[config.mk]
export PLATFORM = sky130hd
export DESIGN_NAME = vga_screen_render
export DESIGN_NICKNAME = d
export VERILOG_FILES = /design/src/rtl/vga_screen_render.sv
export SDC_FILE = /design/constraint.sdc
export NUM_CORES = 1
export LEC_CHECK = 0
export BUFFER_PORTS_ARGS = -buffer_cell sky130_fd_sc_hd__buf_2
export CAP_MARGIN = 20
export CORE_UTILIZATION = 55
export CTS_CLUSTER_SIZE = 24
export DETAILED_ROUTE_END_ITERATION = 8
export PLACE_DENSITY = 0.8
export SYNTH_ARGS = -nofsm -noshare
export SYNTH_HDL_FRONTEND = slang
export SYNTH_SLANG_ARGS = --single-unit
[constraint.sdc]
create_clock -name pixel_clk -period 2.9 [get_ports pixel_clk]
set_clock_uncertainty 0.1 [all_clocks]
set_input_delay 0.29 -clock pixel_clk [delete_from_list [all_inputs] [get_ports pixel_clk]]
set_output_delay 0.29 -clock pixel_clk [all_outputs]
set_load 0.1 [all_outputs]
[src/rtl/vga_screen_render.sv]
`default_nettype none
// ============================================================================
//  Module   : vga_screen_render
//  Purpose  : Renders the 512x256 one-bit Hack screen, read from a screen RAM
//             of 16-bit words, as a centred window inside a VGA frame. The
//             area outside the window is filled with a border colour. Colours
//             and the invert flag are sampled once per frame.
//  Revision : 1.0
// ============================================================================

`ifndef H_SIZE
`define H_SIZE 10
`endif
`ifndef V_SIZE
`define V_SIZE 10
`endif

module vga_screen_render #(
   parameter int RGB_WIDTH   = 10,
   parameter int RAM_LATENCY = 1,
   parameter int H_OFFSET    = 64,
   parameter int V_OFFSET    = 112
) (
   input  logic                     pixel_clk,
   input  logic                     reset,
   input  logic                     vga_hsync,
   input  logic                     vga_vsync,
   input  logic                     video_on,
   input  logic [`H_SIZE-1:0]       x_addr,
   input  logic [`V_SIZE-1:0]       y_addr,
   input  logic [3*RGB_WIDTH-1:0]   fg_color,
   input  logic [3*RGB_WIDTH-1:0]   bg_color,
   input  logic [3*RGB_WIDTH-1:0]   border_color,
   input  logic                     invert,
   output logic                     hsync,
   output logic                     vsync,
   output logic [RGB_WIDTH-1:0]     r,
   output logic [RGB_WIDTH-1:0]     g,
   output logic [RGB_WIDTH-1:0]     b,
   output logic [15:0]              ram_addr,
   output logic                     ram_en,
   input  logic [15:0]              ram_rdata
);

   // Reject parameter sets that cannot be built correctly.
   generate
      if (RAM_LATENCY < 1 || RAM_LATENCY > 4) begin : g_bad_latency
         $error("vga_screen_render: RAM_LATENCY must be in 1..4");
      end
      if (RGB_WIDTH < 1) begin : g_bad_rgb
         $error("vga_screen_render: RGB_WIDTH must be at least 1");
      end
      if (H_OFFSET < 0 || (H_OFFSET + 512) > (1 << `H_SIZE)) begin : g_bad_h
         $error("vga_screen_render: horizontal window exceeds x_addr range");
      end
      if (V_OFFSET < 0 || (V_OFFSET + 256) > (1 << `V_SIZE)) begin : g_bad_v
         $error("vga_screen_render: vertical window exceeds y_addr range");
      end
   endgenerate

   typedef logic [`H_SIZE-1:0]     hpos_t;
   typedef logic [`V_SIZE-1:0]     vpos_t;
   typedef logic [3*RGB_WIDTH-1:0] color_t;

   // Per-pixel context that travels alongside the RAM read.
   typedef struct packed {
      logic       hs;
      logic       vs;
      logic       von;
      logic       win;
      logic [3:0] lx;
      logic       en;
      logic       start;
   } stage_t;

   hpos_t  lx_full;
   vpos_t  ly_full;
   logic   in_win;
   logic   frame_start;
   stage_t stage_in;
   stage_t pipe [RAM_LATENCY];
   stage_t last;

   logic [15:0] word_reg;
   logic [15:0] word;
   logic        pix;

   color_t fg_q, bg_q, border_q;
   logic   invert_q;
   color_t fg_act, bg_act, border_act;
   logic   invert_act;
   color_t fg_cur, bg_cur, border_cur;
   logic   invert_cur;

   // Window decode and RAM address generation. The subtraction wraps for
   // x/y below the offset, so the lower bound is checked separately.
   always_comb begin
      lx_full     = x_addr - hpos_t'(H_OFFSET);
      ly_full     = y_addr - vpos_t'(V_OFFSET);
      in_win      = video_on
                    && (x_addr >= hpos_t'(H_OFFSET)) && (lx_full[`H_SIZE-1:9] == '0)
                    && (y_addr >= vpos_t'(V_OFFSET)) && (ly_full[`V_SIZE-1:8] == '0);
      frame_start = (x_addr == '0) && (y_addr == '0);
      ram_en      = !reset && in_win && (lx_full[3:0] == 4'd0);
      ram_addr    = (!reset && in_win) ? {3'b000, ly_full[7:0], lx_full[8:4]} : 16'd0;
      stage_in.hs    = vga_hsync;
      stage_in.vs    = vga_vsync;
      stage_in.von   = video_on;
      stage_in.win   = in_win;
      stage_in.lx    = lx_full[3:0];
      stage_in.en    = ram_en;
      stage_in.start = frame_start;
   end

   // Delay line matching the screen RAM read latency.
   always_ff @(posedge pixel_clk) begin
      if (reset) begin
         for (int i = 0; i < RAM_LATENCY; i++) pipe[i] <= '0;
      end else begin
         pipe[0] <= stage_in;
         for (int i = 1; i < RAM_LATENCY; i++) pipe[i] <= pipe[i-1];
      end
   end

   assign last = pipe[RAM_LATENCY-1];

   // Hold the fetched word for the remaining 15 pixels of its group.
   always_ff @(posedge pixel_clk) begin
      if (reset)        word_reg <= '0;
      else if (last.en) word_reg <= ram_rdata;
   end

   // Frame-start shadow copy of the colour and invert inputs.
   always_ff @(posedge pixel_clk) begin
      if (reset) begin
         fg_q     <= '0;
         bg_q     <= '1;
         border_q <= '0;
         invert_q <= 1'b0;
      end else if (frame_start) begin
         fg_q     <= fg_color;
         bg_q     <= bg_color;
         border_q <= border_color;
         invert_q <= invert;
      end
   end

   // Shadows take effect only when pixel (0,0) reaches the output stage, so
   // pixels already in flight at the load keep the previous frame's values.
   always_comb begin
      fg_cur     = last.start ? fg_q     : fg_act;
      bg_cur     = last.start ? bg_q     : bg_act;
      border_cur = last.start ? border_q : border_act;
      invert_cur = last.start ? invert_q : invert_act;
      word       = last.en ? ram_rdata : word_reg;
      pix        = word[last.lx] ^ invert_cur;
   end

   // Colour set currently applied at the output stage.
   always_ff @(posedge pixel_clk) begin
      if (reset) begin
         fg_act     <= '0;
         bg_act     <= '1;
         border_act <= '0;
         invert_act <= 1'b0;
      end else begin
         fg_act     <= fg_cur;
         bg_act     <= bg_cur;
         border_act <= border_cur;
         invert_act <= invert_cur;
      end
   end

   // Output register: colour select and delayed syncs.
   always_ff @(posedge pixel_clk) begin
      if (reset) begin
         hsync     <= 1'b0;
         vsync     <= 1'b0;
         {r, g, b} <= '0;
      end else begin
         hsync <= last.hs;
         vsync <= last.vs;
         if (!last.von)    {r, g, b} <= '0;
         else if (last.win) {r, g, b} <= pix ? fg_cur : bg_cur;
         else              {r, g, b} <= border_cur;
      end
   end

endmodule

`default_nettype wire
; ---- Word-level counts from Yosys, hierarchy flattened
; Memories as Yosys holds them, arrays and structs flattened.
; Cells that the tools add are included.
[classes]
addsub = 2
n_lt_le_gt_ge = 3
n_mux = 17
n_bitwise = 3
reduce_logical = 14
[op_table]
columns = operator, count
row1 = $mux 30, 4
row2 = $mux 10, 4
row3 = $ge 10x7->1 const B, 2
row4 = $logic_not 10->1, 2
row5 = $sub 10x7->10 const B, 2
row6 = $mux 16, 1
row7 = $mux 13, 1
row8 = $reduce_or 10->1, 1
row9 = $logic_and 1x1->1, 7
row10 = $mux 1, 6
row11 = $lt 4x5->1 const B, 1
row12 = $bmux 1 s4, 1
row13 = $logic_not 4->1, 1
row14 = $logic_not 2->1, 1
row15 = $not 1->1, 2
row16 = $reduce_or 2->1, 1
row17 = $logic_not 1->1, 1
row18 = $xor 1x1->1, 1
[totals]
regBits = 230
ramBits = 10
input_bits = 132
output_inout_bits = 49
elab_cells = 54
n_memories = 1
[memory_table]
columns = memory, depth, width, rd, rd_clocked_by_memory_dff, write_ports, line
row1 = pipe, 1, 10, 1, 0, 1, 81  ; stage_t pipe [RAM_LATENCY];

; ---- Depth between registers and ports, before layout
; Gate-level depths: netlist (run 1).
[logic_depth]
word_depth = 8
mapped_depth = 10
depth_no_buf = 9

; ---- Worst setup path after synthesis (run 1)
; No wires, ideal clock.
[synth_path]
kind = input to output
startpoint = input x_addr[1]
endpoint = output ram_addr[12]
arrival_ns = 3.045
required_time_ns = 2.510
path_slack_ns = -0.535
path_stages = 6
n_path_buf = 0
cell_sequence = or4_4 o41ai_1 a21oi_1 o22ai_1 nand3_1 a21oi_1
[synth_between]
elab_chain_len = 7
elab_cells_between_ends = 9
cone_classes = add/sub: 1 / order compare: 1 / mux: 1 / bitwise: 1 / reduce/logical: 5
[synth_lines]
columns = item, line
row1 = from (decl), 29  ; input logic [`H_SIZE-1:0] x_addr,
row2 = $sub 10x7->10 or $ge 10x7->1 (tied branches), "98, 101"
row3 = $not 1->1 or $logic_and 1x1->1 (tied branches), 101  ; && (x_addr >= hpos_t'(H_OFFSET)) && (lx_full[`H_SIZE-1:9] == '0)
row4 = $logic_and 1x1->1 (*) (3 in series), 100  ; in_win = video_on
row5 = $logic_and 1x1->1 (*), 105  ; ram_addr = (!reset && in_win) ? {3'b000, ly_full[7:0], lx_full[8:4]} : 16'd0;
row6 = $mux 13 (*), 105
row7 = to (decl), 40  ; output logic [15:0] ram_addr,
; Every way passes the cells marked *; elsewhere a longest branch is shown, timed or not.

; ---- Final worst setup path (run 1)
[layout_path]
startpoint = input x_addr[1]
endpoint = output ram_addr[4]
[layout_between]
elab_chain_len = 7
elab_cells_between_ends = 9
cone_classes = add/sub: 1 / order compare: 1 / mux: 1 / bitwise: 1 / reduce/logical: 5
[layout_lines]
columns = item, line
row1 = $sub 10x7->10 or $ge 10x7->1 (tied branches), "98, 101"
row2 = $not 1->1 or $logic_and 1x1->1 (tied branches), 101
row3 = $logic_and 1x1->1 (3 in series), 100
row4 = $logic_and 1x1->1, 105
row5 = $mux 13 (*), 105
; Marks and branches as above.

==> results of run 1 <==
==> repair_timing <==
item / 4_1_cts / 5_1_grt
endpoints found under the hold margin: 115 / 0
endpoints found under the setup margin: 0 / 10
hold buffers: 115 / 0
gates resized for setup: 0 / 2
==> cells in the final DEF (no fill, tap or decap), types with 2 or more instances in the layout <==
| cell | instances |
|---|---|
| clkbuf_16 | 25 |
| mux2i_1 | 125 |
| dlygate4sd3_1 | 115 |
| nand2_1 | 221 |
| nor2b_1 | 11 |
| buf_12 | 19 |
| clkbuf_1 | 4 |
| nand4_1 | 2 |
| inv_1 | 6 |
| clkinv_2 | 8 |
| nor2_1 | 89 |
| and2_1 | 8 |
| xnor2_1 | 2 |
| or3_4 | 2 |
| dfxtp_1 | 239 |
| a221oi_1 | 29 |
| buf_2 | 162 |
| ha_1 | 5 |
| nand2b_1 | 63 |
| a22oi_1 | 4 |
| mux2i_4 | 2 |
| nand3b_1 | 30 |
| conb_1 | 3 |
| buf_4 | 9 |
| clkbuf_8 | 7 |
| nand3_1 | 9 |
| a21oi_1 | 66 |
==> worst max-delay path: stages <==
cell and delay, ns:
buf_2 0.11, or4_4 0.56, o41ai_2 0.27, a21oi_1 0.13
o22ai_1 0.19, nand3_2 0.16, buf_4 0.19, nor2_1 0.20
buf_12 0.21
==> stage by stage <==
stage	TNS, ns	worst slack [ns]
6_report	0	0.193
5_1_grt	0	0.0249
4_1_cts	0	0.168
3_5_place_dp	0	0.174
3_3_place_gp	0	0.232
2_1_floorplan	-2.08	-0.352
==> kinds of logic (layout without fill, tap and decap cells) <==
group                      after synthesis  after routing
buffers and inverters                   78            357
and+or+nand+nor                        443            443
muxes                                  128            128
other                                    1              3
xor gates and xnor gates                 2              2
AOI/OAI and AO/OA                      106            106
adders and majority gates                5              5
DFF                                    240            240
==> power by group through the flow <==
stage          logic (mW)  clock network (mW)  registers, mW
5_1_grt             0.472                3.27           3.31
6_report            0.445                3.10           3.31
3_3_place_gp        0.310                   0           3.38
4_1_cts             0.430                3.12           3.31
3_5_place_dp        0.312                   0           3.38
2_1_floorplan       0.150                   0           3.40
==> metal layers <==
metal | GRT usage | vias up | part of all wire
met5 | 0 | - | 0
met2 | 0.476 | 283 | 0.50
met4 | 0.0904 | 0 | 0.023
met1 | 0.336 | 3695 | 0.42
met3 | 0.0434 | 50 | 0.061
li1 | - | 3847 | -
==> worst paths after layout <==
path / startpoint / end / slack, ns / depth (start not counted)
setup reg to reg: pipe[0][1] / r[8] / 0.48 / 8
setup / recovery: x_addr[1] / ram_addr[4] / 0.19 / 9
hold / removal: x_addr[9] / pipe[0][1] / 0.12 / 4
hold reg to reg: pipe[0][8] / vsync / 0.34 / 1
==> layout make-up <==
| type | count | area share |
|---|---|---|
| inverter | 6 | 0.00181 |
| clock inverter | 9 | 0.00562 |
| timing repair buffer | 306 | 0.194 |
| clock buffer | 36 | 0.0591 |
| tap | 220 | 0.0221 |
| sequential | 240 | 0.386 |
| multi-input combinational | 687 | 0.331 |
==> reports/qor.csv, run 1 <==
stage,metric,value,unit
synth,Synth area leader,dfxtp_1,
synth,simple-gate portion of the synthesized area,0.220,
final_layout,final cell count without fillers,1504,
clock_network,Root Driver,clkbuf_16,
timing,Max-slew headroom,0.527,
min_path,Min-Delay Path Class,in2reg,
placement,Final HPWL DP,13.4,mm
timing,fin crit share,0.934,
synth,average size of a mapped cell,9.28,sq um
critical_path,WP data arrival,2.32,ns
global_route,initial antenna violation count,0,
synth,Syn. warnings,0,
timing,final hold violation count,0,
synth,mapped cell area,9310,sq um
global_route,first-pass GRT wire length,38.6,mm
timing,Tmin final,2.71,ns
final_layout,P&R area growth vs syn,33.9,%
pwr,Clk pwr share,0.452,
placement,RD Place Congestion,0.781,
synth,Synth async-reset ratio,0,
synth,Yosys top cell area share,0.516,
synth,Cells after Synth,1003,
synth,synthesis-stage register bit count,240,
timing,Setup-failing EPs final,0,
synth,prevailing post-synth register cell,dfxtp_1,
clock_network,CTS max path bufs,3,
floorplan,die width,132,microns
synth,most common cell in the netlist,dfxtp_1,
pwr,Design Power,6.85,mW
timing,Hold WS,0.117,ns
clock_network,TritonCTS clock tree,done,
clock_network,Sink Count,240,
drt,Detail Route Antenna Nets,0,
placement,placed instance area,10500,sq um
pwr,Reg power frac,0.483,
floorplan,Starting Density,0.563,
final_layout,layout cells sized above 1,0.191,
critical_path,"Data required, critical path",2.51,ns
clock_network,Num CTS Buffers,25,
critical_path,CP startpoint kind,primary input,
pwr,Worst VDD drop,0.436,mV
synth,XOR/XNOR Fraction of Synth Area,0.00188,
critical_path,critical path class,in2out,
global_route,largest net degree at the start of global routing,93,
drt,first drt pass iteration count,5,
run_status,run status,finished clean,
synth,"Seq/Total Area, Yosys",0.516,
final_layout,sequential cell area,4810,sq um
final_layout,nets,1403,
pwr,sw power,1.48,mW
drt,vias per cell,5.24,
final_layout,area occupied by multi-input gates,4130,sq um
timing,unrepaired setup endpoints after global routing,false,
global_route,GR Util All Layers,0.270,
placement,PortBufs,177,
drt,Vias,7875,
final_layout,Finished Cell Area,12500,sq um
clock_network,clk slew on worst S/H paths,0.06,ns
final_layout,Filler cells,1123,
synth,Synth area leaders,"dfxtp_1 52%, mux2i_1 14%, nand2_1 8.9%",
drt,DRC violations left,0,
pwr,combinational power share,0.065,
clock_network,later-pin clock latency in the skew report,0.50,ns
clock_network,postcts setup bufs,0,
drt,DRT iter0 DRCs,426,
floorplan,Core ar.,16500,sq um
final_layout,n_diodes,0,
global_route,vias in the first global route,7880,
synth,post-synthesis mux area share,0.138,
pwr,P_leak,5.03,nW
synth,Post-synth EDFFs,0,
floorplan,chip height,132,microns
placement,Cells after DPL,1343,
clock_network,H-Tree Depth,1,
pwr,power density over cell area,550,nW/um^2
pwr,Net Sw Frac,0.215,
pwr,internal power,5.38,mW
run,total of max-cap violations,0,
floorplan,# IOs,181,
drt,Avg WL per Cell,16.1,microns
critical_path,Crit. End Element,output port,
final_layout,Final Util,0.754,
drt,WL final,24.3,mm
synth,Netlist cell types,37,
floorplan,Cell Rows,47,
critical_path,crit-path max FO,6,
synth,area share of fa/ha/maj cells after synthesis,0.00672,
synth,most frequent cells after synthesis,"240 x dfxtp_1, 221 x nand2_1, 127 x mux2i_1, 89 x nor2_1, 67 x a21oi_1",
synth,largest family of logic cells by synthesized area,simple AND/OR/NAND/NOR gates,
timing,Achievable Freq,369,MHz
timing,max-slew violations,0,
floorplan,die area,17400,sq um
global_route,grt total ovfl,0,
timing,Worst-Margin Slew,0.709,ns
synth,Compound-Gate Fraction of Synth Area,0.0712,
Power figures use the tool's default switching activity.
==> run 2, diff against run 1 <==
--- a/config.mk
+++ b/config.mk
@@ -11,6 +11,7 @@
 export CTS_CLUSTER_SIZE = 24
 export DETAILED_ROUTE_END_ITERATION = 8
 export PLACE_DENSITY = 0.8
+export REMOVE_ABC_BUFFERS = 1
 export SYNTH_ARGS = -nofsm -noshare
 export SYNTH_HDL_FRONTEND = slang
 export SYNTH_SLANG_ARGS = --single-unit
==> constraint.sdc (replaced) <==
create_clock -name pixel_clk -period 2.9 [get_ports pixel_clk]
set_clock_uncertainty 0.1 [all_clocks]
set_input_delay 0.435 -clock pixel_clk [delete_from_list [all_inputs] [get_ports pixel_clk]]
set_output_delay 0.435 -clock pixel_clk [all_outputs]
set_load 0.1 [all_outputs]
==> run 2 against run 1 <==
Effect of this change:
- sequential share of layout area grew 3.8 points
- non-clock buffer count shrank 111
- final cell count shrank 7.3%
- combinational power shrank 30%
- hold slack lost 0.085 ns
- flip-flop and latch count is the same
- fmax shrank 3.8%
- count of clock-buffer cells in the layout is the same
- global-route usage shrank 4.4 points
- via count shrank 8.2%
- sequential power is essentially flat
- clock power shrank 1%
==> reports/qor.csv, run 2 (synthesized netlist as in run 1, its figures left out) <==
stage,metric,value,unit
global_route,largest net degree at the start of global routing,208,
pwr,Net Sw Frac,0.217,
clock_network,Num CTS Buffers,25,
drt,Vias,7226,
global_route,GR Util All Layers,0.226,
clock_network,quantity of gates resized following cts,5,
global_route,first-pass GRT wire length,32.8,mm
drt,vias per cell,5.18,
global_route,M1 GR Usage,0.296,
critical_path,Critical path buffers and inverters,3,
placement,setup slack at placement,-0.0423,ns
timing,Achievable Freq,355,MHz
final_layout,Finished Cell Area,11300,sq um
placement,Final HPWL DP,12.5,mm
placement,PortBufs,177,
global_route,met3 usage,0.0361,
run,total of max-cap violations,0,
floorplan,die width,132,microns
min_path,Min-Delay Path Class,in2reg,
timing,unrepaired setup endpoints after global routing,false,
placement,RD Place Congestion,0.809,
clock_network,cts hold-fix bufs,0,
clock_network,postcts setup bufs,0,
global_route,initial antenna violation count,0,
clock_network,later-pin clock latency in the skew report,0.51,ns
drt,DRT iter0 DRCs,439,
critical_path,crit-path cells,buf_2 -> or4_4 -> o41ai_2 -> a21oi_1 -> o22ai_1 -> nand3_2 -> buf_4 -> nor2_2 -> buf_12,
critical_path,Crit-path slowest cell,or4_4,
clock_network,CTS max path bufs,3,
pwr,P_leak,4.55,nW
final_layout,P&R area growth vs syn,21.8,%
placement,placed instance area,10500,sq um
critical_path,crit-path max FO,5,
global_route,GR met2 Demand/Resource,0.384,
pwr,combinational power share,0.047,
timing,Worst-Margin Slew,0.884,ns
final_layout,layout cells sized above 1,0.215,
drt,Avg WL per Cell,14.3,microns
clock_network,Sink Count,240,
critical_path,critical path class,in2out,
timing,final hold violation count,0,
clock_network,clk slew on worst S/H paths,0.06,ns
floorplan,Core ar.,16500,sq um
floorplan,chip height,132,microns
critical_path,"slowest stage delay, CP",0.53,ns
floorplan,Cell Rows,47,
critical_path,"Data required, critical path",2.37,ns
drt,Detail Route Antenna Nets,0,
critical_path,WP data arrival,2.28,ns
final_layout,Final Util,0.686,
pwr,power density over cell area,590,nW/um^2
timing,Tmin final,2.82,ns
final_layout,"commonest non-fill, non-tap cells in the layout","239 x dfxtp_1, 221 x nand2_1, 162 x buf_2",
floorplan,# IOs,181,
clock_network,Root Driver,clkbuf_16,
final_layout,nets,1292,
pwr,sw power,1.45,mW
clock_network,H-Tree Depth,1,
final_layout,"commonest non-fill, non-tap cell in the layout",dfxtp_1,
run_status,run status,finished clean,
pwr,Worst VDD drop,0.435,mV
critical_path,Crit path max-delay family,simple AND/OR/NAND/NOR gates,
pwr,Reg power frac,0.495,
critical_path,CP startpoint kind,primary input,
drt,DRC violations left,0,
floorplan,die area,17400,sq um
clock_network,TritonCTS clock tree,done,
global_route,grt total ovfl,0,
final_layout,n_diodes,0,
timing,Max-slew headroom,0.410,
global_route,Top Usage Layer GRT,met2,
timing,Setup WS post-layout,0.0848,ns
pwr,internal power,5.23,mW
global_route,vias in the first global route,6910,
drt,WL final,20.0,mm
critical_path,Crit. End Element,output port,
timing,max-slew violations,0,
timing,Setup-failing EPs final,0,
pwr,Clk pwr share,0.458,
floorplan,Starting Density,0.563,
timing,fin crit share,0.971,
drt,first drt pass iteration count,5,
-- run 2: cell count changes in the layout (fill, tap and decap cells not counted), moves of 5 or more --
cell	change
nor2_2	+5
nor2_1	-5
buf_4	+5
dlygate4sd3_1	-115
-- run 2: cell type report --
class | instances | area, sq um
sequential | 240 | 4810
inverter | 6 | 22.5
clock buffer | 36 | 707
timing repair buffer | 195 | 1290
tap | 220 | 275
multi-input combinational | 687 | 4150
fill | 1307 | 5190
clock inverter | 10 | 90.1
-- run 2: path summary, 6_finish.rpt --
check	slack (ns)	end	cells past startpoint	from
setup reg to reg	0.29	g[8]	8	pipe[0][2]
hold / removal	0.03	pipe[0][9]	2	vga_hsync
hold reg to reg	0.34	vsync	1	pipe[0][8]
setup / recovery	0.08	ram_addr[4]	9	x_addr[1]
-- run 2: metal layers --
metal	vias up	part of all wire	routed length, microns
li1	3641	-	-
met1	3359	0.45	8930
met2	191	0.49	9690
met3	35	0.047	944
met4	0	0.020	402
met5	-	0	0
-- run 2: power groups by stage --
stage | Sequential (mW) | Combinational, mW | Clock (mW)
floorplan | 3.41 | 0.103 | 0
global placement | 3.38 | 0.310 | 0
detailed placement | 3.38 | 0.311 | 0
CTS | 3.31 | 0.314 | 3.11
global route | 3.31 | 0.336 | 3.26
finish | 3.31 | 0.313 | 3.06
-- run 2: stage by stage --
| step | TNS (ns) | cells | hold slack [ns] | total power [mW] |
|---|---|---|---|---|
| 6_report | 0 | 1394 | 0.0321 | 6.68 |
| 5_1_grt | 0 | 1394 | 0.0206 | 6.91 |
| 4_1_cts | -0.0263 | 1394 | 0.0171 | 6.73 |
| 3_5_place_dp | -0.280 | 1348 | 0.329 | 3.69 |
| 3_3_place_gp | 0 | 1348 | 0.318 | 3.69 |
| 2_1_floorplan | -211.07 | 933 | 0.314 | 3.51 |
==> run 3, diff against run 2 <==
--- a/config.mk
+++ b/config.mk
@@ -12,6 +12,7 @@
 export DETAILED_ROUTE_END_ITERATION = 8
 export PLACE_DENSITY = 0.8
 export REMOVE_ABC_BUFFERS = 1
+export SETUP_SLACK_MARGIN = 0.15
 export SYNTH_ARGS = -nofsm -noshare
 export SYNTH_HDL_FRONTEND = slang
 export SYNTH_SLANG_ARGS = --single-unit
==> run 3 against run 2 <==
Effect of this change:
- count of clock-buffer cells in the layout unchanged
- global-route usage up 0.092 points
- final cell count up 0.14%
- design area up 0.70%
- largest cell class unchanged
- highest routed layer unchanged
==> reports/qor.csv, run 3 (synthesized netlist as in run 1, its figures left out) <==
stage,metric,value,unit
drt,first drt pass iteration count,4,
final_layout,Finished Cell Area,11400,sq um
pwr,P_leak,4.58,nW
timing,Hold WS,0.0320,ns
timing,Setup-failing EPs final,0,
timing,Max-slew headroom,0.410,
drt,DRC violations left,0,
run_status,run status,finished clean,
final_layout,n_diodes,0,
floorplan,chip height,132,microns
timing,max-slew violations,0,
critical_path,"slowest stage delay, CP",0.53,ns
global_route,largest net degree at the start of global routing,208,
final_layout,"commonest non-fill, non-tap cells in the layout","239 x dfxtp_1, 221 x nand2_1, 161 x buf_2",
final_layout,Filler cells,1285,
clock_network,Num CTS Buffers,25,
timing,Worst-Margin Slew,0.885,ns
placement,PortBufs,177,
global_route,first-pass GRT wire length,33.0,mm
placement,placed instance area,10500,sq um
clock_network,H-Tree Depth,1,
final_layout,P&R area growth vs syn,22.6,%
clock_network,TritonCTS clock tree,done,
timing,Achievable Freq,355,MHz
critical_path,crit-path cells,buf_6 -> or4_4 -> o41ai_2 -> a21oi_1 -> o22ai_1 -> nand3_2 -> inv_4 -> and2_1 -> buf_12,
critical_path,crit-path max FO,8,
pwr,internal power,5.23,mW
floorplan,Cell Rows,47,
global_route,GR Util All Layers,0.227,
pwr,combinational power share,0.048,
global_route,initial antenna violation count,0,
final_layout,layout cells sized above 1,0.223,
floorplan,Core ar.,16500,sq um
floorplan,Starting Density,0.563,
floorplan,# IOs,181,
final_layout,nets,1294,
timing,unrepaired setup endpoints after global routing,true,
floorplan,die area,17400,sq um
pwr,Reg power frac,0.494,
pwr,sw power,1.46,mW
global_route,vias in the first global route,6968,
global_route,grt total ovfl,0,
drt,Avg WL per Cell,14.4,microns
final_layout,"commonest non-fill, non-tap cell in the layout",dfxtp_1,
drt,Detail Route Antenna Nets,0,
pwr,Net Sw Frac,0.218,
drt,WL final,20.1,mm
timing,final hold violation count,0,
run,total of max-cap violations,0,
floorplan,die width,132,microns
critical_path,Critical path buffers and inverters,3,
timing,Tmin final,2.82,ns
critical_path,Crit-path slowest cell,or4_4,
timing,fin crit share,0.971,
critical_path,Crit path max-delay family,simple AND/OR/NAND/NOR gates,
critical_path,critical path class,in2out,
placement,RD Place Congestion,0.809,
drt,vias per cell,5.19,
critical_path,"Data required, critical path",2.37,ns
clock_network,clk slew on worst S/H paths,0.06,ns
clock_network,Root Driver,clkbuf_16,
critical_path,Crit. End Element,output port,
placement,Final HPWL DP,12.5,mm
critical_path,WP data arrival,2.28,ns
pwr,Clk pwr share,0.457,
drt,DRT iter0 DRCs,453,
critical_path,CP startpoint kind,primary input,
min_path,Min-Delay Path Class,in2reg,
timing,TNS Setup,0,ns
clock_network,CTS max path bufs,3,
clock_network,Sink Count,240,
clock_network,later-pin clock latency in the skew report,0.51,ns
clock_network,cts hold-fix bufs,0,
pwr,power density over cell area,586,nW/um^2
drt,Vias,7251,
pwr,Worst VDD drop,0.434,mV
==> run 3: timing repair <==
action / CTS / global route
setup buffers: 0 / 2
endpoints found under the setup margin: 14 / 17
gates resized for setup: 13 / 12
cloned: 0 / 0
pin swaps: 0 / 7
endpoints found under the hold margin: 0 / 0
==> run 3: worst paths after layout <==
path	start	to	slack [ns]	cells past startpoint
setup / recovery	x_addr[1]	ram_addr[0]	0.08	9
hold / removal	vga_hsync	pipe[0][9]	0.03	2
setup reg to reg	pipe[0][2]	g[8]	0.51	9
hold reg to reg	pipe[0][8]	vsync	0.34	1
==> run 3: area by class of cell <==
class | instances | area (sq um) | share of cell area
Timing Repair Buffer | 197 | 1310 | 0.115
Sequential cell | 240 | 4810 | 0.421
Tap cell | 220 | 275 | 0.0241
Inverter | 6 | 25.0 | 0.00219
Multi-Input combinational cell | 687 | 4200 | 0.368
Clock buffer | 36 | 707 | 0.0619
Clock inverter | 10 | 90.1 | 0.00789
==> run 3: power groups by stage <==
stage	Sequential (mW)	Combinational, mW	Clock [mW]
2_1_floorplan	3.41	0.103	0
3_3_place_gp	3.38	0.310	0
3_5_place_dp	3.38	0.311	0
4_1_cts	3.31	0.318	3.11
5_1_grt	3.31	0.346	3.26
6_report	3.31	0.324	3.06
==> run 3: per-layer routing <==
layer | global-route usage | part of all wire
met2 | 0.389 | 0.48
met5 | 0 | 0
met3 | 0.0361 | 0.049
met4 | 0.0652 | 0.020
met1 | 0.295 | 0.45
==> run 3: metrics by stage <==
| step | std cells | setup slack [ns] | util | power, mW |
|---|---|---|---|---|
| final | 1396 | 0.0841 | 0.691 | 6.69 |
| after CTS | 1394 | 0.100 | 0.687 | 6.74 |
| after detailed placement | 1348 | -0.0423 | 0.636 | 3.69 |
| after floorplan | 933 | -2.60 | - | 3.51 |
| after global placement | 1348 | 0.0126 | 0.636 | 3.69 |
| after global routing | 1396 | 0.0287 | 0.691 | 6.91 |
